**config.mk**
```make
export PLATFORM = sky130hd
export DESIGN_NAME = fetch_unit_flat
export DESIGN_NICKNAME = d
export VERILOG_FILES = /design/src/rtl/fetch_unit_if.sv /design/src/rtl/fetch_unit.sv /design/src/flat_wrapper.sv
export SDC_FILE = /design/constraint.sdc
export NUM_CORES = 1
export LEC_CHECK = 0
export CORE_MARGIN = 5
export CORE_UTILIZATION = 47
export DETAILED_ROUTE_END_ITERATION = 10
export PLACE_DENSITY = 0.79
export SETUP_SLACK_MARGIN = 0.4
export SYNTH_ARGS = -nofsm -noshare
export SYNTH_HDL_FRONTEND = slang
export SYNTH_SLANG_ARGS = --single-unit
```
**constraint.sdc**
```tcl
create_clock -name Clk -period 1.9 [get_ports Clk]
set_input_delay 0.475 -clock Clk [delete_from_list [all_inputs] [get_ports Clk]]
set_output_delay 0.475 -clock Clk [all_outputs]
set_load 0.05 [all_outputs]
```
**src/rtl/fetch_unit_if.sv**
```systemverilog
// Fetch unit control/bus bundle.
// master = sequencer side, slave = fetch unit.
interface fetch_unit_if #(
  parameter int PC_W  = 10,
  parameter int CNT_W = 16
);
  logic             Start;
  logic             Halt;
  logic             Jump_en;
  logic             Branch_taken;
  logic [PC_W-1:0]  Target;
  logic [PC_W-1:0]  PC;
  logic             Running;
  logic             Done;
  logic [CNT_W-1:0] Instr_cnt;

  modport master (
    output Start, Halt, Jump_en,
    output Branch_taken, Target,
    input  PC, Running, Done, Instr_cnt
  );

  modport slave (
    input  Start, Halt, Jump_en,
    input  Branch_taken, Target,
    output PC, Running, Done, Instr_cnt
  );
endinterface

```
**src/rtl/fetch_unit.sv**
```systemverilog
// Program counter sequencer: IDLE/RUN/DONE FSM,
// absolute redirects, saturating instruction count.
module fetch_unit #(
  parameter int PC_W       = 10,
  parameter int START_ADDR = 0,
  parameter int CNT_W      = 16
) (
  input logic        Clk,
  input logic        Reset,
  fetch_unit_if.slave bus
);
  localparam logic [1:0] IDLE = 2'd0;
  localparam logic [1:0] RUN  = 2'd1;
  localparam logic [1:0] DONE = 2'd2;

  localparam logic [PC_W-1:0] START =
    PC_W'(START_ADDR);

  logic [1:0]       state;
  logic [PC_W-1:0]  pc;
  logic [CNT_W-1:0] cnt;

  always_ff @(posedge Clk) begin
    if (Reset) begin
      state <= IDLE;
      pc    <= START;
      cnt   <= '0;
    end else begin
      unique case (1'b1)
        state == IDLE: begin
          pc <= START;
          if (bus.Start) begin
            state <= RUN;
            cnt   <= '0;
          end
        end
        state == RUN: begin
          // Halt edge still counts as executed
          if (cnt != '1)
            cnt <= cnt + CNT_W'(1);
          if (bus.Halt)
            state <= DONE;
          else if (bus.Jump_en ||
                   bus.Branch_taken)
            pc <= bus.Target;
          else
            pc <= pc + PC_W'(1);
        end
        state == DONE: begin
          if (bus.Start) begin
            state <= RUN;
            pc    <= START;
            cnt   <= '0;
          end
        end
        default: state <= IDLE;
      endcase
    end
  end

  assign bus.PC        = pc;
  assign bus.Instr_cnt = cnt;
  assign bus.Running   = (state == RUN);
  assign bus.Done      = (state == DONE);
endmodule

```
**src/flat_wrapper.sv**
```systemverilog
// flat-port wrapper written by rule: the top's interface ports become plain ports
module fetch_unit_flat 
#(
  parameter int PC_W       = 10,
  parameter int START_ADDR = 0,
  parameter int CNT_W      = 16
)
  (Clk, Reset, bus_Start, bus_Halt, bus_Jump_en, bus_Branch_taken, bus_Target, bus_PC, bus_Running, bus_Done, bus_Instr_cnt);
  fetch_unit_if #(.PC_W(PC_W), .CNT_W(CNT_W)) bus_i ();
  input logic Clk;
  input logic Reset;
  input wire logic [$bits(bus_i.Start)-1:0] bus_Start;
  input wire logic [$bits(bus_i.Halt)-1:0] bus_Halt;
  input wire logic [$bits(bus_i.Jump_en)-1:0] bus_Jump_en;
  input wire logic [$bits(bus_i.Branch_taken)-1:0] bus_Branch_taken;
  input wire logic [$bits(bus_i.Target)-1:0] bus_Target;
  output wire logic [$bits(bus_i.PC)-1:0] bus_PC;
  output wire logic [$bits(bus_i.Running)-1:0] bus_Running;
  output wire logic [$bits(bus_i.Done)-1:0] bus_Done;
  output wire logic [$bits(bus_i.Instr_cnt)-1:0] bus_Instr_cnt;
  assign bus_i.Start = bus_Start;
  assign bus_i.Halt = bus_Halt;
  assign bus_i.Jump_en = bus_Jump_en;
  assign bus_i.Branch_taken = bus_Branch_taken;
  assign bus_i.Target = bus_Target;
  assign bus_PC = bus_i.PC;
  assign bus_Running = bus_i.Running;
  assign bus_Done = bus_i.Done;
  assign bus_Instr_cnt = bus_i.Instr_cnt;
  fetch_unit #(.PC_W(PC_W), .START_ADDR(START_ADDR), .CNT_W(CNT_W)) u_core (.Clk(Clk), .Reset(Reset), .bus(bus_i));
endmodule
```
==> out/qor.yml <==
yosys_register_bits: 28
finalHoldViolations: 0
grt_pass1_wl_um: 7679
h-tree-depth: 1
status: "completed"
drive_gt1_share_pct: 51.66
synth_seq_area_share_pct: 36.25
initial_core_util_pct: 49.84
finalMaxSlewViolations: 0
ioPinCount: 44
power.internal_mw: 0.7895
p_leak_nw: 1.011
cts_tree: "yes"
slew_headroom_pct: 66.39
ctsHoldBuffers: 0
postPlaceCellArea_um2: 2266
ir_drop_uv: 344.4
portBuffers: 43
setup_viol: 0
power_density_nw_per_um2: 424.8
power_frac_clock_pct: 23.4
grt_pass1_vias: 1651
vias_per_cell: 5.746
max_stage_delay_ns: 0.41
hold_class: "flip-flop to flip-flop"
fin_crit_ns: 1.623
final_common_cell: "buf_4"
grt_antenna_before_repair: 0
synth_area_per_cell_um2: 8.055
max_clock_freq_mhz: 616.2
nNetsFinal: 290
grt_max_degree: 16
crit_arrival_ns: 1.15
dp_hpwl_um: 3568
crit_slowest_cell: "dfxtp_4"
endpoint_kind: "primary output"
core.rowCount: 20
synth.distinct_cells: 40
worstMarginPinSlew_ns: 0.5023
dp_cells: 292
layout.cells.non_filler: 315
fin_area_um2: 2628
finalPower_mw: 1.116
track_usage_pct: 21.81
tns_ns: 0
syn_area_um2: 1546
area_delta_synth_final_pct: 69.90
antenna_left: 0
fill_cells: 192
grt_overflow_total: 0
criticalPathCategory: "flip-flop to primary output"
comb_power_share_pct: 23.6
timing.hold.ws_ns: 0.5218
clkLatencyLatePin_ns: 0.33
avgRoutedWirePerCell_um: 16.90
clock_sinks: 28
drc: 0
via_count: 1810
power_switching_share_pct: 29.27
fin_skew_ns: 0.004495
cap_violations: 0
power.switching_mw: 0.3267
antennaDiodeCount: 0
drt-total-wl_um: 5322
cts-root-buf: "clkbuf_4"
critPathRequiredTime_ns: 1.42
die-height_um: 67.36
synthCells: 192
final_cell_mix: "52 x buf_4, 26 x nor2_1, 23 x nand2_1"
clk_path_buf_depth: 2
critPathLaunchType: "flip-flop"
crit_fanout: 6
yosys_warnings: 0
rsz0062_at_grt: "true"
cts_buffers: 3
power_frac_seq_pct: 52.9
core_um2: 3103
die_area_um2: 4537
drt_first_pass_iters: 4
syn_nets: 210
gp_congestion: 0.8517
clk_pin_slew_ns: 0.16
path_cells: "nand2b_4 -> clkinvlp_4 -> buf_12"
die_w_um: 67.36
finalCritPeriodShare_pct: 85.41
first_iter_violations: 127
==> power by group through the flow <==
stage | clock, mW | sequential, mW | combinational (mW)
6_report | 0.262 | 0.591 | 0.264
5_1_grt | 0.285 | 0.593 | 0.280
4_1_cts | 0.258 | 0.589 | 0.243
3_5_place_dp | 0 | 0.603 | 0.213
3_3_place_gp | 0 | 0.603 | 0.207
2_1_floorplan | 0 | 0.619 | 0.0982
==> logic make-up (layout without fill, tap and decap cells) <==
| family | after synthesis | count (layout) | synth area share, % |
|---|---|---|---|
| buf+inv | 11 | 89 | 2.750 |
| fa+ha+maj | 2 | 2 | 1.618 |
| xor+xnor | 11 | 11 | 6.230 |
| mux | 1 | 1 | 0.6473 |
| flops | 28 | 28 | 36.25 |
| simple gates | 91 | 92 | 30.66 |
| compound gates | 48 | 48 | 21.85 |
==> path summary, 6_finish.rpt <==
kind                    startpoint                       end  slack, ns  depth (start not counted)
setup / recovery   u_core.state[0]               bus_Running       0.28                          3
hold / removal    u_core.bus.PC[9]          u_core.bus.PC[9]       0.52                          2
setup reg to reg   u_core.state[0]  u_core.bus.Instr_cnt[14]       0.30                          5
hold reg to reg   u_core.bus.PC[9]          u_core.bus.PC[9]       0.52                          2
==> critical path, delay by kind of cell (launching register included) <==
family / cells / cell delay [ns]
DFF: 1 / 0.41
buffers and inverters: 2 / 0.29
and+or+nand+nor: 1 / 0.11
==> synthesized netlist by cell type, drive strengths merged <==
cell type | count | area (um2)
nand3 | 7 | 40.04
a21boi | 1 | 7.510
or4 | 1 | 7.510
a22o | 8 | 70.07
nor3 | 4 | 20.02
nor3b | 1 | 7.510
clkbuf | 5 | 20.01
a31oi | 2 | 12.51
a2111o | 1 | 11.26
inv | 6 | 22.52
a21oi | 9 | 48.80
xnor2 | 11 | 96.34
mux2i | 1 | 10.01
o31ai | 2 | 15.01
nand2b | 5 | 38.78
o21ai | 8 | 40.04
a311oi | 1 | 8.760
dfxtp | 28 | 560.5
or2 | 2 | 12.51
a22oi | 2 | 15.01
nor2 | 29 | 108.9
ha | 2 | 25.02
o22ai | 3 | 18.77
a41oi | 1 | 8.760
a211o | 1 | 8.760
and2 | 1 | 6.260
nor4b | 1 | 15.01
a211oi | 6 | 45.04
nand4 | 4 | 25.02
nor2b | 3 | 18.77
and3 | 6 | 37.54
a41o | 1 | 10.01
nor4 | 3 | 46.29
nand2 | 24 | 90.09
a31o | 2 | 17.52
==> metrics by stage <==
stage | util (%) | setup WS, ns
3_5_place_dp | 73.02 | -0.2487
5_1_grt | 84.68 | 0.2477
4_1_cts | 78.75 | 0.2997
6_report | 84.68 | 0.2772
2_1_floorplan | - | 0.2750
3_3_place_gp | 73.02 | -0.1920
==> area by class of cell <==
type                    instances  area (um2)  area share [%]
well taps                      44       55.05           2.095
inverters                       6       26.28           1.000
repair buffers                 79       690.7           26.29
flip-flops and latches         28       636.9           24.24
clock buffers                   4       26.28           1.000
multi-input cells             154        1192           45.38
==> registers in the layout, summed over array words and instances, names as in the netlist <==
| signal | cells |
|---|---|
| u_core.state | 2 |
| u_core.bus.PC | 10 |
| u_core.bus.Instr_cnt | 16 |
==> layer usage <==
layer | track usage (%) | vias to the layer above | share of wire [%]
met5 | 0 | - | 0
met4 | 5.823 | 0 | 1.8
met3 | 2.829 | 14 | 4.7
met2 | 36.93 | 65 | 51
met1 | 29.05 | 880 | 42
li1 | - | 851 | -
==> repair_timing <==
| action | 4_1_cts | 5_1_grt |
|---|---|---|
| resized for setup | 21 | 31 |
| cloned | 1 | 0 |
| setup endpoints to repair | 28 | 26 |
| setup buffers | 11 | 7 |
| pin swaps | 9 | 10 |
(Power assumes the default switching activity.)
